`src/rtl/uart_pkg.sv`:
```
// Shared UART types and constants.
// Holds the TX state encoding and line/data-width constants.
package uart_pkg;

  typedef enum logic [2:0] {
    IDLE,
    POP,
    LOAD,
    START,
    DATA,
    PARITY,
    STOP1,
    STOP2
  } tx_state_t;

  localparam logic UART_IDLE_LEVEL = 1'b1;
  localparam int   UART_MAX_DATA_BITS = 9;

  // Index of the last data bit for the
  // selected word length (8 or 9 bits).
  function automatic logic [3:0] last_bit_idx(
    input logic nine
  );
    return nine ? 4'd8 : 4'd7;
  endfunction

endpackage

```
`src/rtl/uart_baud_gen.sv`:
```
// Baud divisor down-counter, shared by TX and RX paths.
// Ports: clk, reset, load (restart bit), div (clocks/bit), bit_end.
module uart_baud_gen #(
  parameter int DIV_WIDTH = 16
) (
  input  logic                 clk,
  input  logic                 reset,
  input  logic                 load,
  input  logic [DIV_WIDTH-1:0] div,
  output logic                 bit_end
);

  logic [DIV_WIDTH-1:0] r_cnt;
  logic [DIV_WIDTH-1:0] w_reload;

  // A divisor of 0 behaves like 1: the
  // counter sits at 0 and every clock ends a bit.
  assign w_reload = (div == '0) ? '0 : div - 1'b1;

  always_ff @(posedge clk) begin
    if (reset) begin
      r_cnt <= '0;
    end else if (load || (r_cnt == '0)) begin
      r_cnt <= w_reload;
    end else begin
      r_cnt <= r_cnt - 1'b1;
    end
  end

  assign bit_end = (r_cnt == '0);

endmodule

```
`src/rtl/uart_tx_serializer.sv`:
```
// UART transmit engine draining a registered-read TX FIFO.
// Ports: clk, reset, enable, brd, frame cfg, fifo_data/empty/read, tx, busy, tx_done.
module uart_tx_serializer
  import uart_pkg::*;
#(
  parameter int DIV_WIDTH = 16
) (
  input  logic                 clk,
  input  logic                 reset,
  input  logic                 enable,
  input  logic [DIV_WIDTH-1:0] brd,
  input  logic                 nine_bit,
  input  logic                 parity_en,
  input  logic                 parity_odd,
  input  logic                 two_stop,
  input  logic [8:0]           fifo_data,
  input  logic                 fifo_empty,
  output logic                 fifo_read,
  output logic                 tx,
  output logic                 busy,
  output logic                 tx_done
);

  tx_state_t r_state;
  tx_state_t w_next;

  logic [UART_MAX_DATA_BITS-1:0] r_shift;
  logic [3:0]                    r_bit_cnt;
  logic                          r_par;

  logic                 r_nine;
  logic                 r_pen;
  logic                 r_podd;
  logic                 r_two;
  logic [DIV_WIDTH-1:0] r_brd;

  logic                 w_bit_end;
  logic                 w_load;
  logic [DIV_WIDTH-1:0] w_div;
  logic                 w_last_bit;
  logic                 w_start_ok;
  logic                 w_final_stop;
  logic                 w_next_timed;
  logic                 w_tx;

  assign w_start_ok = enable && !fifo_empty;
  assign w_last_bit = (r_bit_cnt == last_bit_idx(r_nine));

  assign w_final_stop = w_bit_end &&
    (((r_state == STOP1) && !r_two) ||
     (r_state == STOP2));

  // In LOAD the divisor register is being
  // written this same edge, so feed the live
  // input straight to the counter.
  assign w_div = (r_state == LOAD) ? brd : r_brd;

  assign w_next_timed =
    (w_next == START)  ||
    (w_next == DATA)   ||
    (w_next == PARITY) ||
    (w_next == STOP1)  ||
    (w_next == STOP2);

  // Restart the bit timer on every entry into
  // a timed state; between DATA bits the
  // counter wraps on its own.
  assign w_load = w_next_timed && (w_next != r_state);

  uart_baud_gen #(
    .DIV_WIDTH (DIV_WIDTH)
  ) u_baud (
    .clk     (clk),
    .reset   (reset),
    .load    (w_load),
    .div     (w_div),
    .bit_end (w_bit_end)
  );

  always_ff @(posedge clk) begin
    if (reset) begin
      r_state <= IDLE;
    end else begin
      r_state <= w_next;
    end
  end

  always_comb begin
    w_next = r_state;
    unique case (r_state)
      IDLE: begin
        if (w_start_ok) w_next = POP;
      end
      POP: begin
        w_next = LOAD;
      end
      LOAD: begin
        w_next = START;
      end
      START: begin
        if (w_bit_end) w_next = DATA;
      end
      DATA: begin
        if (w_bit_end && w_last_bit) begin
          w_next = r_pen ? PARITY : STOP1;
        end
      end
      PARITY: begin
        if (w_bit_end) w_next = STOP1;
      end
      STOP1: begin
        if (w_bit_end) begin
          if (r_two) begin
            w_next = STOP2;
          end else begin
            w_next = w_start_ok ? POP : IDLE;
          end
        end
      end
      STOP2: begin
        if (w_bit_end) begin
          w_next = w_start_ok ? POP : IDLE;
        end
      end
      default: begin
        w_next = IDLE;
      end
    endcase
  end

  always_comb begin
    w_tx = UART_IDLE_LEVEL;
    unique case (r_state)
      START:   w_tx = 1'b0;
      DATA:    w_tx = r_shift[0];
      PARITY:  w_tx = r_par ^ r_podd;
      default: w_tx = UART_IDLE_LEVEL;
    endcase
  end

  always_ff @(posedge clk) begin
    if (reset) begin
      r_shift   <= '0;
      r_bit_cnt <= '0;
      r_par     <= 1'b0;
      r_nine    <= 1'b0;
      r_pen     <= 1'b0;
      r_podd    <= 1'b0;
      r_two     <= 1'b0;
      r_brd     <= '0;
    end else if (r_state == LOAD) begin
      // In 8-bit mode bit 8 is dropped so it can
      // never reach the line or the parity.
      r_shift   <= nine_bit ? fifo_data
                            : {1'b0, fifo_data[7:0]};
      r_bit_cnt <= '0;
      r_par     <= 1'b0;
      r_nine    <= nine_bit;
      r_pen     <= parity_en;
      r_podd    <= parity_odd;
      r_two     <= two_stop;
      r_brd     <= brd;
    end else if ((r_state == DATA) && w_bit_end) begin
      r_shift   <= r_shift >> 1;
      r_par     <= r_par ^ r_shift[0];
      r_bit_cnt <= w_last_bit ? 4'd0
                              : r_bit_cnt + 4'd1;
    end
  end

  assign tx        = w_tx;
  assign fifo_read = (r_state == POP);
  assign busy      = (r_state != IDLE);
  assign tx_done   = w_final_stop;

endmodule

```
`config.mk`:
```
export PLATFORM = sky130hd
export DESIGN_NAME = uart_tx_serializer
export DESIGN_NICKNAME = d
export VERILOG_FILES = /design/src/rtl/uart_pkg.sv /design/src/rtl/uart_baud_gen.sv /design/src/rtl/uart_tx_serializer.sv
export SDC_FILE = /design/constraint.sdc
export NUM_CORES = 1
export LEC_CHECK = 0
export ABC_AREA = 1
export CAP_MARGIN = 20
export CORE_UTILIZATION = 51
export DETAILED_ROUTE_END_ITERATION = 10
export PLACE_DENSITY = 0.8
export SYNTH_ARGS = -nofsm -noshare
export SYNTH_HDL_FRONTEND = slang
export SYNTH_HIERARCHICAL = 1
export SYNTH_SLANG_ARGS = --single-unit
```
`constraint.sdc`:
```
create_clock -name clk -period 2.3 [get_ports clk]
set_input_delay 0.46 -clock clk [delete_from_list [all_inputs] [get_ports clk]]
set_output_delay 0.46 -clock clk [all_outputs]
set_load 0.01 [all_outputs]
```
==> results.cfg, run 1 <==
[outcome]
status = finished, violations left
violations = negative setup slack

[sta]
drv_slew = 0
finalWorstSetupSlack_ps = -239
max_slew.worst_pin.slew_ps = 399
setup_violations = 17
hold_viol_final = 0
clock_skew_ps = 9.03
fin_crit_ps = 2540
max_slew_margin_pct = 73.3
fin_tns_setup_ps = -3100
rsz0062_at_grt = true
fmax_ghz = 0.394
final.period_utilization_pct = 110

[pwr]
power_density_nw_per_um2 = 1210
irDropWorstVdd_mv = 0.677
p_leak_nw = 2.18
power_mw = 5.50

[floorplan]
dieArea_sq_um = 7070
start_util_pct = 53.5
ioPinCount = 37
std_cell_rows = 29
die-width_um = 84.1
die_h_um = 84.1
core-area_sq_um = 6420

[min_path]
hold_path_class = reg -> reg
hold_start = r_shift[1]$_SDFFE_PP0P_
hold_depth = 2
whs_endpoint = r_shift[1]$_SDFFE_PP0P_

[placement]
dpl_cell_area_sq_um = 4110
dpl.hpwl_um = 6200
numPortBuffers = 36
place_congestion = 0.951

[global_route]
grt_usage_pct = 25.7
grt_pass1_vias = 3559
antenna_found_initial = 0
grt-ovfl-total = 0
grt_max_degree = 37
grt_pass1_wl_um = 15100

[layout]
num_antenna_cells = 0
drive_gt1_share_pct = 24.7
final_common_cell = nand2_1
nNetsFinal = 663
areaGrowthSynthToFinish_pct = 32.3
finish.instance_area_sq_um = 4550
most-common-layout-cells = nand2_1 (112), inv_1 (89), buf_4 (61)

[synth]
synth_edf_count = 0
syn_inst = 535
yosysSeqAreaShare_pct = 30.9
netlist_area_sq_um = 3430
syn_area_per_cell_sq_um = 6.42
ys.flop_type = dfxtp_1
synthArstFlopShare_pct = 0
ys_types = 38
synth_nets = 572
ys_ff_latch = 53
ys.warnings.count = 6

[clocking]
cts_made_buffers = 5
cts_root_buffer = clkbuf_8
cts_sinks = 53
cts.path.max_buffers = 2
htree_levels = 2
cts_tree = done
postCtsHoldBufs = 0
insertion_delay_ps = 310
clkSlewWorstSetupHoldPaths_ps = 100

[critical_path]
start_kind = flip-flop
cp.required_ps = 2500
worstPathMaxFanout = 5
reg2reg_to = u_baud/r_cnt[2]$_SDFF_PP0_
cp.arrival_ps = 2740
r2r_slack_ps = -240
rr_worst_depth = 20
crit-reg2reg-launch = u_baud/r_cnt[10]$_SDFF_PP0_
critPathKind = reg -> reg
end_kind = flip-flop

[run]
cap_violations = 0

[drt]
wl_um = 9060
drcViolationCount = 0
wl_per_cell_um = 12.9
via_count = 3708
drt_first_iter_violations = 331
antenna_left = 0
viasPerCell = 5.27
drtPass1Iterations = 5
## synthesized netlist by cell type, types with 3 or more instances
library cell	instances	area, sq um
nand3_1	42	210
o21ai_1	4	20.0
nand2_1	119	447
ha_1	4	50.1
dfxtp_1	53	1060
xor2_1	9	78.8
or2_2	16	100
nand4_1	10	62.6
nand2_2	5	31.3
o21ai_0	15	75.1
clkbuf_1	4	15.0
nor2_1	54	203
a211oi_1	12	90.1
buf_2	5	25.0
a21oi_1	39	195
inv_1	94	353
buf_6	4	45.0
a211oi_2	5	62.6
nor2_4	3	33.8
nor2_2	6	37.5
a31oi_1	7	43.8
inv_2	4	15.0
## what timing repair did
item	in CTS	in global routing
cloned	1	0
setup buffers	19	2
endpoints found under the setup margin	18	18
gates resized for setup	30	20
pin swaps	16	9
## where the power goes
group | internal, mW | switching (mW) | leakage [nW]
Sequential | 1.12 | 0.103 | 0.435
Combinational | 1.50 | 2.13 | 1.69
Clock | 0.327 | 0.318 | 0.0554
## logic make-up after synthesis
logic type | synth area share, %
simple gates | 34.9
buf+inv | 14.8
compound gates | 15.4
flops | 30.9
xor+xnor | 2.55
fa+ha+maj | 1.46
## registers in the layout (all words and copies together), names as in the netlist
register	cells
r_pen	1
r_par	1
r_state	3
r_two	1
u_baud/r_cnt	16
r_bit_cnt	4
r_shift	9
r_podd	1
r_nine	1
r_brd	16
## layout make-up
cell class,instances,area [sq um]
multi-input cells,365,2000
fillers,502,1880
flip-flops and latches,53,1070
repair buffers,101,870
inverters,99,394
well taps,77,96.3
clock buffers,6,72.6
clock inverters,2,38.8
repair inverters,1,7.51
## worst max path at each step
| stage | to | depth (start not counted) | from | slack, ps |
|---|---|---|---|---|
| 3_5_place_dp | u_baud/r_cnt[15]$_SDFF_PP0_ | 20 | u_baud/r_cnt[0]$_SDFF_PP0_ | -240 |
| 5_1_grt | u_baud/r_cnt[9]$_SDFF_PP0_ | 18 | u_baud/r_cnt[10]$_SDFF_PP0_ | -350 |
| 2_1_floorplan | u_baud/r_cnt[7]$_SDFF_PP0_ | 17 | u_baud/r_cnt[9]$_SDFF_PP0_ | 10 |
| 6_report | u_baud/r_cnt[2]$_SDFF_PP0_ | 20 | u_baud/r_cnt[10]$_SDFF_PP0_ | -240 |
| 4_1_cts | u_baud/r_cnt[9]$_SDFF_PP0_ | 20 | u_baud/r_cnt[10]$_SDFF_PP0_ | -70 |
| 3_3_place_gp | u_baud/r_cnt[8]$_SDFF_PP0_ | 22 | u_baud/r_cnt[0]$_SDFF_PP0_ | -220 |
## critical path, cell delays in order (launching register included)
cell and delay (ps):
dfxtp_2 350, nor2_4 120, nand2_2 90, nor4_4 270, buf_4 180, buf_4 130, nand2_1 60, nand2_1 60
nand3_1 80, nand2_2 100, nand2_2 80, nand2_1 90, nand3_2 100, nand2_1 90, inv_1 50, inv_2 60
nand2_4 100, nand2_4 130, clkinvlp_4 130, nand2_1 100, a21oi_1 60
## stage by stage
stage	setup slack, ps	hold slack (ps)	util (%)	cells
5_1_grt	-354	506	70.8	704
4_1_cts	-72.7	484	69.5	702
3_5_place_dp	-237	470	64.0	674
3_3_place_gp	-216	454	64.0	674
2_1_floorplan	12.0	439	-	535
6_report	-239	488	70.8	704
## metal layers
layer / vias up / track usage (%) / routed length, um
li1: 1870 / - / -
met1: 1694 / 31.4 / 3930
met2: 123 / 46.2 / 4570
met3: 21 / 3.66 / 362
met4: 0 / 8.31 / 204
met5: - / 0 / 0
Power figures use the tool's default switching activity.
==> run 2, diff against run 1 <==
Settings changed: CTS_CLUSTER_SIZE from default to 10.
==> results of run 2 <==
Final layout, timing and power as in run 1 (identical DEF).
==> run 3, diff against run 2 <==
Settings changed: CORE_UTILIZATION 51 to 58, DONT_BUFFER_PORTS from default to 1.
==> run 3 against run 2 <==
The run still ends with negative setup slack left. Die area is 12% lower. Maximum frequency up 3.7%. Clock skew hardly changed. Routed wire length shrank 5.0%. Register-to-register slack improved by 90 ps. Final cell count fell by 7.7%. Combinational power is 1% lower. Hold slack worse by 290 ps. Highest routed layer unchanged. Final area is 9.7% lower.
==> results.cfg, run 3 (synthesis results as in run 1) <==
[clocking]
clkSlewWorstSetupHoldPaths_ps = 100
cts.path.max_buffers = 2
cts_sinks = 53
htree_levels = 2
postCtsHoldBufs = 0
cts_root_buffer = clkbuf_8
insertion_delay_ps = 310
cts_made_buffers = 5
cts_tree = done

[floorplan]
core-area_sq_um = 5610
start_util_pct = 61.2
std_cell_rows = 27
die_h_um = 79.0
die-width_um = 79.0
dieArea_sq_um = 6230
ioPinCount = 37

[global_route]
antenna_found_initial = 0
grt_max_degree = 46
grt_pass1_wl_um = 13700
grt_pass1_vias = 3164
grt-ovfl-total = 0
grt_usage_pct = 27.4

[min_path]
hold_path_class = in -> reg

[pwr]
power_frac_seq_pct = 22.8
p_int_mw = 2.77
combPwrFrac_pct = 66.9
sw_frac_of_total_pct = 48.4
irDropWorstVdd_mv = 0.729
p_sw_mw = 2.59
power_density_nw_per_um2 = 1310
clkPwrFrac_pct = 10.4
power_mw = 5.36
p_leak_nw = 1.98

[layout]
areaGrowthSynthToFinish_pct = 19.6
nNetsFinal = 614
final_common_cell = nand2_1
largestRegisters = r_brd x16, u_baud/r_cnt x16, r_shift x9
instances_no_fill = 650
final_util_pct = 73.2
num_antenna_cells = 0
finish.instance_area_sq_um = 4110
drive_gt1_share_pct = 24.9
most-common-layout-cells = nand2_1 (109), inv_1 (89), dfxtp_1 (50)

[placement]
numPortBuffers = 0
place_congestion = 0.949
place_inst = 632
dpl_cell_area_sq_um = 3750
dpl.hpwl_um = 5820

[sta]
hold_viol_final = 0
setup_violations = 16
finalWorstSetupSlack_ps = -149
final.period_utilization_pct = 106
holdWs_ps = 202
drv_slew = 0
rsz0062_at_grt = true
clock_skew_ps = 8.70
max_slew_margin_pct = 73.1
fin_crit_ps = 2450
fmax_ghz = 0.408
max_slew.worst_pin.slew_ps = 401

[critical_path]
cp_cell_sequence = nor2_2 -> nand2_2 -> nor4_4 -> buf_4 -> inv_2 -> nor2_2 -> o22ai_1 -> a211oi_1 -> o21ai_2 -> nand2_2 -> inv_2 -> inv_4 -> nand2_8 -> or2_2 -> a21oi_2
cp_top_family = simple AND/OR/NAND/NOR gates
cp.arrival_ps = 2700
start_kind = flip-flop
worstPathMaxFanout = 5
critPathKind = reg -> reg
cp_slowest_stage_delay_ps = 360
path_buf_inv = 4
slowest_stage = dfxtp_1
cp.required_ps = 2550
end_kind = flip-flop

[drt]
viasPerCell = 5.51
wl_per_cell_um = 13.2
drt_first_iter_violations = 261
drtPass1Iterations = 5
wl_um = 8610
drcViolationCount = 0
via_count = 3584
antenna_left = 0

[outcome]
status = finished, violations left
violations = negative setup slack

[run]
cap_violations = 0
run 3: power groups by stage:
stage	registers (mW)	clock network [mW]	logic, mW
floorplan	1.22	0	2.19
global placement	1.22	0	2.83
detailed placement	1.23	0	2.94
CTS	1.21	0.569	3.11
global route	1.23	0.599	3.95
finish	1.22	0.555	3.58
run 3: metal layers:
metal | routed length [um] | track usage (%) | part of all wire [%]
met4 | 242 | 10.2 | 2.8
met3 | 480 | 4.14 | 5.6
met2 | 4200 | 47.0 | 49
met5 | 0 | 0 | 0
met1 | 3690 | 34.6 | 43
run 3: timing repair:
action / in CTS / in global routing
endpoints found under the setup margin: 16 / 29
resized for setup: 17 / 35
pin swaps: 12 / 11
endpoints found under the hold margin: 0 / 0
setup buffers: 6 / 4
gates cloned: 1 / 1
run 3: path summary, 6_finish.rpt:
kind | end | depth (start not counted) | slack (ps) | start
worst min-delay path | u_baud/r_cnt[2]$_SDFF_PP0_ | 1 | 200 | reset
worst max-delay path | u_baud/r_cnt[1]$_SDFF_PP0_ | 15 | -150 | u_baud/r_cnt[5]$_SDFF_PP0_
worst min register to register | r_shift[1]$_SDFFE_PP0P_ | 2 | 470 | r_shift[1]$_SDFFE_PP0P_
worst max register to register | u_baud/r_cnt[1]$_SDFF_PP0_ | 15 | -150 | u_baud/r_cnt[5]$_SDFF_PP0_
run 3: final cells by class:
type                       instances  area [sq um]
sequential                        53          1060
tap                               72          90.1
multi-input combinational        365          2030
clock inverter                     2          13.8
fill                             449          1500
inverter                          99           398
timing repair inverter             2          13.8
clock buffer                       6          82.6
timing repair buffer              51           415
run 3: per-stage QoR:
step,setup TNS (ps),worst slack [ps]
2_1_floorplan,0,12.0
3_3_place_gp,-804,-66.6
3_5_place_dp,-1780,-158
4_1_cts,-1120,-96.8
5_1_grt,-4080,-301
6_report,-1760,-149
run 3: worst reg2reg max path: stages, from the launching register on:
cell	delay [ps]
dfxtp_1	360
nor2_2	160
nand2_2	90
nor4_4	200
buf_4	160
inv_2	50
nor2_2	90
o22ai_1	80
a211oi_1	340
o21ai_2	110
nand2_2	90
inv_2	40
inv_4	60
nand2_8	90
or2_2	320
a21oi_2	130
